## src/rtl/mips_pkg.sv

```systemverilog
// rtl/mips_pkg.sv - shared register-file widths and writeback entry type
// Purpose: common constants for the register-file writeback path.
//   REG_ADDR_W / REG_DATA_W : register index and data widths
//   REG_ZERO                : hard-wired zero register index
//   wb_entry_t              : one queued writeback {reg_idx, data}
package mips_pkg;
    localparam int REG_ADDR_W = 5;
    localparam int REG_DATA_W = 32;
    localparam logic [REG_ADDR_W-1:0] REG_ZERO = 5'd0;

    typedef struct packed {
        logic [REG_ADDR_W-1:0] reg_idx;
        logic [REG_DATA_W-1:0] data;
    } wb_entry_t;
endpackage

```

## src/rtl/mips_reg_writeback_queue_if.sv

```systemverilog
// rtl/mips_reg_writeback_queue_if.sv - writeback queue bus bundle
// Purpose: groups the request handshake, register-file write port,
// forwarding lookups and occupancy of the writeback queue.
//   slave  : queue view (drives in_ready, write port, forwarding, count)
//   master : environment view (drives requests, drain_en, read indices)
interface mips_reg_writeback_queue_if
    import mips_pkg::*;
#(
    parameter int DEPTH  = 4,
    parameter int DATA_W = REG_DATA_W,
    parameter int ADDR_W = REG_ADDR_W
);
    localparam int CNT_W = $clog2(DEPTH) + 1;

    logic              in_valid;
    logic              in_ready;
    logic [ADDR_W-1:0] in_reg;
    logic [DATA_W-1:0] in_data;
    logic              drain_en;
    logic [ADDR_W-1:0] write_reg;
    logic [DATA_W-1:0] write_data;
    logic              signal_reg_write;
    logic [ADDR_W-1:0] read_reg_1;
    logic [ADDR_W-1:0] read_reg_2;
    logic              fwd_valid_1;
    logic [DATA_W-1:0] fwd_data_1;
    logic              fwd_valid_2;
    logic [DATA_W-1:0] fwd_data_2;
    logic [CNT_W-1:0]  count;

    modport slave (
        input  in_valid, in_reg, in_data, drain_en, read_reg_1, read_reg_2,
        output in_ready, write_reg, write_data, signal_reg_write,
               fwd_valid_1, fwd_data_1, fwd_valid_2, fwd_data_2, count
    );

    modport master (
        output in_valid, in_reg, in_data, drain_en, read_reg_1, read_reg_2,
        input  in_ready, write_reg, write_data, signal_reg_write,
               fwd_valid_1, fwd_data_1, fwd_valid_2, fwd_data_2, count
    );
endinterface

```

## src/rtl/mips_wb_fwd_match.sv

```systemverilog
// rtl/mips_wb_fwd_match.sv - youngest-match search over queued writebacks
// Purpose: combinational lookup of the newest queued write to i_read_reg.
//   i_regs / i_data : entry storage, indexed by physical slot
//   i_rd_ptr        : slot of the oldest live entry
//   i_count         : number of live entries
//   i_read_reg      : index being read; index 0 never matches
//   o_valid / o_data: a match exists / data of the youngest match
module mips_wb_fwd_match
    import mips_pkg::*;
#(
    parameter int DEPTH  = 4,
    parameter int DATA_W = REG_DATA_W,
    parameter int ADDR_W = REG_ADDR_W
) (
    input  logic [ADDR_W-1:0]        i_regs [DEPTH],
    input  logic [DATA_W-1:0]        i_data [DEPTH],
    input  logic [$clog2(DEPTH)-1:0] i_rd_ptr,
    input  logic [$clog2(DEPTH):0]   i_count,
    input  logic [ADDR_W-1:0]        i_read_reg,
    output logic                     o_valid,
    output logic [DATA_W-1:0]        o_data
);
    localparam int PTR_W = $clog2(DEPTH);
    localparam int CNT_W = PTR_W + 1;

    // Walk from oldest to youngest; a later hit overrides an earlier one,
    // so the surviving match is the one nearest wr_ptr-1.
    always_comb begin
        o_valid = 1'b0;
        o_data  = '0;
        for (int i = 0; i < DEPTH; i++) begin
            if ((CNT_W'(i) < i_count) &&
                (i_read_reg != ADDR_W'(REG_ZERO)) &&
                (i_regs[i_rd_ptr + PTR_W'(i)] == i_read_reg)) begin
                o_valid = 1'b1;
                o_data  = i_data[i_rd_ptr + PTR_W'(i)];
            end
        end
    end
endmodule

```

## src/rtl/mips_reg_writeback_queue.sv

```systemverilog
// rtl/mips_reg_writeback_queue.sv - in-order register-file writeback queue
// Purpose: buffers writeback requests and drains one per clock into the
// register file, with read-port forwarding of pending writes.
//   clk, rst_n : clock, asynchronous active-low reset
//   wb         : request handshake, write port, forwarding, count (slave)
module mips_reg_writeback_queue
    import mips_pkg::*;
#(
    parameter int DEPTH  = 4,
    parameter int DATA_W = REG_DATA_W,
    parameter int ADDR_W = REG_ADDR_W
) (
    input logic                       clk,
    input logic                       rst_n,
    mips_reg_writeback_queue_if.slave wb
);
    localparam int PTR_W = $clog2(DEPTH);
    localparam int CNT_W = PTR_W + 1;

    logic [ADDR_W-1:0] r_regs [DEPTH];
    logic [DATA_W-1:0] r_data [DEPTH];
    logic [PTR_W-1:0]  r_rd_ptr;
    logic [PTR_W-1:0]  r_wr_ptr;
    logic [CNT_W-1:0]  r_count;

    logic w_empty;
    logic w_full;
    logic w_push;
    logic w_pop;

    assign w_empty = (r_count == '0);
    assign w_full  = (r_count == CNT_W'(DEPTH));
    // Register 0 completes the handshake but is never stored.
    assign w_push  = wb.in_valid && !w_full && (wb.in_reg != ADDR_W'(REG_ZERO));
    assign w_pop   = !w_empty && wb.drain_en;

    // in_ready looks only at registered occupancy, keeping drain_en off its path.
    assign wb.in_ready         = !w_full;
    assign wb.signal_reg_write = w_pop;
    assign wb.write_reg        = w_empty ? '0 : r_regs[r_rd_ptr];
    assign wb.write_data       = w_empty ? '0 : r_data[r_rd_ptr];
    assign wb.count            = r_count;

    always_ff @(posedge clk or negedge rst_n) begin
        if (!rst_n) begin
            r_rd_ptr <= '0;
            r_wr_ptr <= '0;
            r_count  <= '0;
        end else begin
            if (w_push) begin
                r_wr_ptr <= r_wr_ptr + PTR_W'(1);
            end
            if (w_pop) begin
                r_rd_ptr <= r_rd_ptr + PTR_W'(1);
            end
            if (w_push && !w_pop) begin
                r_count <= r_count + CNT_W'(1);
            end else if (w_pop && !w_push) begin
                r_count <= r_count - CNT_W'(1);
            end
        end
    end

    // Entry payload needs no reset: slots outside the live window are
    // masked by r_count everywhere they are read.
    always_ff @(posedge clk) begin
        if (w_push) begin
            r_regs[r_wr_ptr] <= wb.in_reg;
            r_data[r_wr_ptr] <= wb.in_data;
        end
    end

    mips_wb_fwd_match #(.DEPTH(DEPTH), .DATA_W(DATA_W), .ADDR_W(ADDR_W)) u_fwd_1 (
        .i_regs     (r_regs),
        .i_data     (r_data),
        .i_rd_ptr   (r_rd_ptr),
        .i_count    (r_count),
        .i_read_reg (wb.read_reg_1),
        .o_valid    (wb.fwd_valid_1),
        .o_data     (wb.fwd_data_1)
    );

    mips_wb_fwd_match #(.DEPTH(DEPTH), .DATA_W(DATA_W), .ADDR_W(ADDR_W)) u_fwd_2 (
        .i_regs     (r_regs),
        .i_data     (r_data),
        .i_rd_ptr   (r_rd_ptr),
        .i_count    (r_count),
        .i_read_reg (wb.read_reg_2),
        .o_valid    (wb.fwd_valid_2),
        .o_data     (wb.fwd_data_2)
    );
endmodule

```

## src/flat_wrapper.sv

```systemverilog
// flat-port wrapper written by rule: the top's interface ports become plain ports
module mips_reg_writeback_queue_flat import mips_pkg::*;
#(
    parameter int DEPTH  = 4,
    parameter int DATA_W = REG_DATA_W,
    parameter int ADDR_W = REG_ADDR_W
)
  (clk, rst_n, wb_in_valid, wb_in_reg, wb_in_data, wb_drain_en, wb_read_reg_1, wb_read_reg_2, wb_in_ready, wb_write_reg, wb_write_data, wb_signal_reg_write, wb_fwd_valid_1, wb_fwd_data_1, wb_fwd_valid_2, wb_fwd_data_2, wb_count);
  mips_reg_writeback_queue_if #(.DEPTH(DEPTH), .DATA_W(DATA_W), .ADDR_W(ADDR_W)) wb_i ();
  input logic clk;
  input logic rst_n;
  input wire logic [$bits(wb_i.in_valid)-1:0] wb_in_valid;
  input wire logic [$bits(wb_i.in_reg)-1:0] wb_in_reg;
  input wire logic [$bits(wb_i.in_data)-1:0] wb_in_data;
  input wire logic [$bits(wb_i.drain_en)-1:0] wb_drain_en;
  input wire logic [$bits(wb_i.read_reg_1)-1:0] wb_read_reg_1;
  input wire logic [$bits(wb_i.read_reg_2)-1:0] wb_read_reg_2;
  output wire logic [$bits(wb_i.in_ready)-1:0] wb_in_ready;
  output wire logic [$bits(wb_i.write_reg)-1:0] wb_write_reg;
  output wire logic [$bits(wb_i.write_data)-1:0] wb_write_data;
  output wire logic [$bits(wb_i.signal_reg_write)-1:0] wb_signal_reg_write;
  output wire logic [$bits(wb_i.fwd_valid_1)-1:0] wb_fwd_valid_1;
  output wire logic [$bits(wb_i.fwd_data_1)-1:0] wb_fwd_data_1;
  output wire logic [$bits(wb_i.fwd_valid_2)-1:0] wb_fwd_valid_2;
  output wire logic [$bits(wb_i.fwd_data_2)-1:0] wb_fwd_data_2;
  output wire logic [$bits(wb_i.count)-1:0] wb_count;
  assign wb_i.in_valid = wb_in_valid;
  assign wb_i.in_reg = wb_in_reg;
  assign wb_i.in_data = wb_in_data;
  assign wb_i.drain_en = wb_drain_en;
  assign wb_i.read_reg_1 = wb_read_reg_1;
  assign wb_i.read_reg_2 = wb_read_reg_2;
  assign wb_in_ready = wb_i.in_ready;
  assign wb_write_reg = wb_i.write_reg;
  assign wb_write_data = wb_i.write_data;
  assign wb_signal_reg_write = wb_i.signal_reg_write;
  assign wb_fwd_valid_1 = wb_i.fwd_valid_1;
  assign wb_fwd_data_1 = wb_i.fwd_data_1;
  assign wb_fwd_valid_2 = wb_i.fwd_valid_2;
  assign wb_fwd_data_2 = wb_i.fwd_data_2;
  assign wb_count = wb_i.count;
  mips_reg_writeback_queue #(.DEPTH(DEPTH), .DATA_W(DATA_W), .ADDR_W(ADDR_W)) u_core (.clk(clk), .rst_n(rst_n), .wb(wb_i));
endmodule
```

## config.mk

```make
export PLATFORM = sky130hd
export DESIGN_NAME = mips_reg_writeback_queue_flat
export DESIGN_NICKNAME = d
export VERILOG_FILES = /design/src/rtl/mips_pkg.sv /design/src/rtl/mips_reg_writeback_queue_if.sv /design/src/rtl/mips_wb_fwd_match.sv /design/src/rtl/mips_reg_writeback_queue.sv /design/src/flat_wrapper.sv
export SDC_FILE = /design/constraint.sdc
export NUM_CORES = 1
export LEC_CHECK = 0
export CAP_MARGIN = 0
export CORE_MARGIN = 1
export CORE_UTILIZATION = 40
export DETAILED_ROUTE_END_ITERATION = 7
export HOLD_SLACK_MARGIN = 0.08
export PLACE_DENSITY_LB_ADDON = 0.08
export SYNTH_ARGS = -nofsm -noshare
export SYNTH_HDL_FRONTEND = slang
export SYNTH_SLANG_ARGS = --single-unit
```

## constraint.sdc

```tcl
create_clock -name clk -period 6.03 [get_ports clk]
set_clock_uncertainty 0.15 [all_clocks]
set_input_delay 1.206 -clock clk [delete_from_list [all_inputs] [get_ports clk]]
set_output_delay 1.206 -clock clk [all_outputs]
set_load 0.05 [all_outputs]
```

* After elaboration in Yosys (flattened, before gate mapping)
Index checks and enable logic that the tools add are counted.
** Storage, ports and cells
- Bits in registers :: 155
- Output and inout bits :: 108
- Input port bits :: 51
** Operators by class
- Multiplexer cells :: 50
- $add $sub $neg :: 6
- Reduce and logical (&&, ||, !) cells :: 31
- Magnitude comparators :: 10
- Bitwise operators :: 5
- Equal/unequal tests :: 9
** Operators by type and width (number)
- 32-bit two-way mux :: 18
- 32-bit binary-select mux with 2-bit select :: 4
- 128-bit bitwise mux :: 1
- 32-bit demux with 2-bit select :: 1
- 5-bit two-way mux :: 10
- 5-bit binary-select mux with 2-bit select :: 4
- 5-bit == test :: 8
- 1-bit logical AND :: 22
- 20-bit bitwise mux :: 1
- 3-bit greater-or-equal comparator (second input constant) :: 5
- 2-bit NOT with 3-bit output :: 5
- 5-bit nonzero test :: 3
- 5-bit demux with 2-bit select :: 1
- 1-bit two-way mux :: 8
- 1-bit by 3-bit < comparator with 1-bit output (first input constant) :: 2
- 2-bit by 3-bit < comparator with 1-bit output (first input constant) :: 2
- 3-bit two-way mux :: 2
- 2-bit by 1-bit adder with 2-bit output (second input constant) :: 2
- 2-bit adder (second input constant) :: 2
- 1-bit zero test :: 4
- 3-bit by 1-bit adder with 3-bit output (second input constant) :: 1
- 3-bit == test (second input constant) :: 1
- 3-bit zero test :: 1
- 3-bit by 1-bit < comparator with 1-bit output (second input constant) :: 1
- 2 further kinds :: 2

* Logic depth before layout (Yosys ltp)
- Depth after elaboration :: 10
- Mapped depth :: 11

* Hierarchy
Synthesis repeated with hierarchy kept, for this count alone.
** Second synthesis, totals
- Cells, all modules :: 1290
- Area total of the unflattened synthesis :: 14856.7 sq um
** Modules (own cells, without submodules)
- mips_wb_fwd_match :: instances 2, area each 4420.5 sq um, cells an instance 510
- mips_reg_writeback_queue :: instances 1, area each 6015.8 sq um, cells an instance 270

* Least setup slack after synthesis
Ideal clock, no wire load.
- Kind :: input to output
- From :: in wb_read_reg_1[0]
- To :: out wb_fwd_data_1[30]
- Cell stages on the path :: 9
- Data required time :: 4.674 ns
- Path buffers :: 3
- Slack :: 0.856 ns
- Arrival time :: 3.818 ns
- Path through :: clkbuf_1 > nor3_1 > a211o_1 > a21oi_1 > and2_1 > clkbuf_1 > buf_4 > a221oi_1 > o31ai_1
** Between the ends
- Cells in the longest elaborated chain, start to end :: 7
** Ends and longest elaborated chain
- start: declaration :: RTL line flat_wrapper.sv:16 : input wire logic [$bits(wb_i.read_reg_1)-1:0] wb_read_reg_1;
- 5-bit nonzero test :: RTL line mips_wb_fwd_match.sv:33 : (i_read_reg != ADDR_W'(REG_ZERO)) &&
- 1-bit logical AND :: RTL line mips_wb_fwd_match.sv:32 : if ((CNT_W'(i) < i_count) &&
- 1-bit logical AND :: RTL line mips_wb_fwd_match.sv:33
- 32-bit two-way mux (3 in a row) :: RTL line mips_wb_fwd_match.sv:32
- 32-bit two-way mux (*) :: RTL line mips_wb_fwd_match.sv:32
- end: declaration :: RTL line flat_wrapper.sv:23 : output wire logic [$bits(wb_i.fwd_data_1)-1:0] wb_fwd_data_1;
Mark *: on every way between the ends. The rest lies on a longest branch, timed or not.

* Final worst setup path
- From :: in wb_read_reg_2[1]
- To :: out wb_fwd_data_2[19]
** Between the ends
- Cells in the longest elaborated chain, start to end :: 7
** Ends and longest elaborated chain
- start: declaration :: RTL line flat_wrapper.sv:17 : input wire logic [$bits(wb_i.read_reg_2)-1:0] wb_read_reg_2;
- 5-bit nonzero test :: RTL line mips_wb_fwd_match.sv:33
- 1-bit logical AND :: RTL line mips_wb_fwd_match.sv:32
- 1-bit logical AND :: RTL line mips_wb_fwd_match.sv:33
- 32-bit two-way mux (3 in a row) :: RTL line mips_wb_fwd_match.sv:32
- 32-bit two-way mux (*) :: RTL line mips_wb_fwd_match.sv:32
- end: declaration :: RTL line flat_wrapper.sv:25 : output wire logic [$bits(wb_i.fwd_data_2)-1:0] wb_fwd_data_2;
Marks and branches as above.

==> metrics.md <==
| Metric | Value |
|---|---|
| Setup CP Type | `input port to output pin` |
| Startpoint Class | `input port` |
| Layout cells sized above 1 | `25.27%` |
| Die Y | `167.2 um` |
| Worst Setup End Kind | `output pin` |
| Synth cell types | `51` |
| IO buf count | `158` |
| Iter 0 DRT Violations | `657` |
| TritonRoute pass-1 iters | `5` |
| Post-synthesis simple-gate area fraction | `8.776%` |
| Initial Util | `40.63%` |
| CTS clk-pin slew, worst paths | `70 ps` |
| IO Pins | `159` |
| Via count | `7985` |
| Max cap viols | `0` |
| Final min period | `5668 ps` |
| RSZ-0062 raised after global routing | `false` |
| Final HPWL DP | `19.92 mm` |
| Synth top cells by count | `edfxtp_1, mux4_2, mux2i_1, nand2_1, a21oi_1` |
| Critical path peak fanout | `18` |
| Reg2reg start | `u_core.wb.count[0]$_DFFE_PN0P_` |
| Final total power | `8553 uW` |
| Top_reg_cell synth | `edfxtp_1` |
| Syn nets | `935` |
| WP data arrival | `4310 ps` |
| Clk sinks | `155` |
| Vias in the first global route | `7853` |
| Synthesized area | `10920 um2` |
| WHS Endpoint | `u_core.r_wr_ptr[0]$_DFFE_PN0P_` |
| Reg-to-reg critical path endpoint | `u_core.r_data[21]$_DFFE_PP_` |
| Die ar. | `27970 um2` |
| Final Wtd Congestion | `0.8587` |
| Final period util | `94.00%` |
| Leak | `0.004689 uW` |
| Tot GR Track Use | `21.42%` |
| Status | `finished clean` |
| Most numerous cell in the Yosys netlist | `edfxtp_1` |
| Xor/xnor share of the synthesized area | `3.449%` |
| Root buf cell | `clkbuf_16` |
| Core ar. | `26880 um2` |
| Rel. slew slack | `31.94%` |
| R2r worst-path depth | `7` |
| Pwr Density | `613.8 nW/um2` |
| Sequential share of the synthesized area | `42.30%` |
| Fill count | `2281` |
| Met2 Use GR | `34.82%` |
| M3 GR Usage | `3.782%` |
| Endpoints failing hold | `0` |
| Hold/Removal Path Class | `flop to flop` |
| CTS tree | `done` |
| First-pass GRT wire length | `45.91 mm` |
| TNS Setup | `0 ps` |
| Mapped Cells | `876` |
| Mux cell area share after synthesis | `26.94%` |
| Syn-to-layout area delta | `27.61%` |
| Post-synth top area cell | `edfxtp_1` |
| Layout net count | `1048` |
| Post-DRT Antenna Nets | `0` |
| Fin. max-slew vios | `0` |
| Worst EP required | `4670 ps` |
| Total gr overflow | `0` |
| Gr busiest metal | `met2` |
| Largest family of logic cells by synthesized area | `multiplexers` |
| CTS max path bufs | `2` |
| Die Wd | `167.2 um` |
| Antenna violations before repair | `3` |
| Via density per instance | `5.937` |
| Share of the synthesized area in the top cell type | `40.70%` |
| Synthesized area per cell | `12.47 um2` |
| Post-CTS Hold Buffers | `0` |
| Post-synth ARST share | `4.516%` |
| R2R Setup Slk | `2900 ps` |
| Post-CTS Setup Inserts | `0` |
| Skew-Pair Late Insertion Delay | `420 ps` |
| Synth area leaders | `edfxtp_1, mux4_2, mux2i_1` |
| Hold path depth | `2` |
| WL per Instance | `22.06 um` |
| # DRC | `0` |
| Post-synth EDFFs | `148` |
| Synthesized flop and latch total | `155` |
| Ys Warns | `0` |
| H-Tree Depth | `4` |
| Setup Viol. Count Final | `0` |
| Area share of fa/ha/maj cells after synthesis | `0.9166%` |
| Inserted Clock Buffers | `17` |
| Least-Margin Pin Slew | `1021 ps` |
| Max VDD drop | `0.4146 mV` |
| Fin Hold WS | `494.9 ps` |
| Complex-gate fraction of the synthesized area | `13.52%` |
| Site Rows | `60` |
| Hold Path Origin | `u_core.r_wr_ptr[0]$_DFFE_PN0P_` |
| Met1 usage | `29.49%` |
| Largest net degree at the start of global routing | `78` |
| Final WL | `29.68 mm` |
| Upper clock frequency limit | `176.4 MHz` |
## where the power goes
part           total [uW]  leakage (uW)  internal, uW  switching [uW]
logic                5900       0.00299          2430            3470
clock network        1020      0.000266           606             418
registers            1630       0.00144          1430             199
total                8550       0.00469          4470            4080
## critical path, cell delays in order
cell,delay [ps]
clkdlybuf4s50_1,530
nor3_1,270
nor3b_2,340
nand3b_1,220
or2_0,410
o221ai_4,430
buf_4,360
o221ai_1,330
buf_12,180
## stage by stage
| step | std cells | util (%) | setup WS (ps) | instance area (um2) |
|---|---|---|---|---|
| 6_report | 1345 | 51.85 | 361.8 | 13940 |
| 4_1_cts | 1342 | 51.81 | 211.2 | 13920 |
| 3_3_place_gp | 1311 | 49.72 | 247.6 | 13360 |
| 5_1_grt | 1343 | 51.83 | 103.8 | 13930 |
| 2_1_floorplan | 876 | - | 856.2 | 10920 |
| 3_5_place_dp | 1311 | 49.72 | 247.9 | 13360 |
## cells in the final DEF, fill, tap and decap left out, types with 3 or more instances in the layout
| master | count |
|---|---|
| and2_1 | 39 |
| or3_1 | 4 |
| inv_1 | 6 |
| clkinv_4 | 3 |
| a211oi_1 | 5 |
| nor2_1 | 37 |
| nand3b_1 | 3 |
| mux2_2 | 31 |
| diode_2 | 3 |
| nand4_1 | 6 |
| nor3_1 | 5 |
| clkbuf_1 | 3 |
| mux4_2 | 78 |
| clkinv_2 | 3 |
| dfrtp_1 | 5 |
| a221o_1 | 29 |
| nand2_1 | 73 |
| xor2_1 | 9 |
| edfxtp_1 | 148 |
| o221ai_1 | 19 |
| ha_1 | 8 |
| and2_2 | 4 |
| xnor2_1 | 34 |
| o221ai_2 | 10 |
| o21ai_0 | 32 |
| buf_4 | 25 |
| mux2i_1 | 73 |
| buf_12 | 62 |
| a22o_1 | 29 |
| mux4_1 | 4 |
| clkbuf_16 | 17 |
| a21oi_1 | 66 |
| clkdlybuf4s50_1 | 95 |
| clkinvlp_4 | 3 |
## sequential cells by signal, summed over array words and instances, names as in the netlist
register	flops
u_core.r_regs	20
u_core.wb.count	3
u_core.r_wr_ptr	2
u_core.r_rd_ptr	2
u_core.r_data	128
## area by class of cell
cell class              instances  area, um2  share of cell area, %
diodes                          3      7.507                0.05387
well taps                     341      426.7                  3.062
repair buffers                182       2380                  17.08
flip-flops and latches        155       4627                  33.20
multi-input cells             626       5908                  42.40
clock inverters                11      123.9                 0.8888
inverters                       7      26.28                 0.1885
clock buffers                  20      436.7                  3.133
## timing repair
action                                  CTS  global route
endpoints found under the setup margin    0            12
endpoints found under the hold margin     0             0
resized for setup                         0             1
## cells by family after synthesis
logic type	Yosys count
AOI/OAI and AO/OA	200
and+or+nand+nor	189
muxes	186
DFF	155
buffers and inverters	95
xor gates and xnor gates	43
adders and majority gates	8
## layer usage
metal  up-vias  share of wire [%]
li1       3711                  -
met1      4001                 45
met4         2                1.7
met5         -              0.051
met2       235                 48
met3        36                4.7
## worst max path at each step
stage | start | endpoint
floorplan | wb_read_reg_1[0] | wb_fwd_data_1[30]
global placement | wb_read_reg_2[1] | wb_fwd_data_2[19]
detailed placement | wb_read_reg_2[1] | wb_fwd_data_2[19]
CTS | wb_read_reg_2[1] | wb_fwd_data_2[19]
finish | wb_read_reg_2[1] | wb_fwd_data_2[19]
global route | wb_read_reg_2[2] | wb_fwd_data_2[17]
No activity file was read; power rests on OpenSTA's default activity.
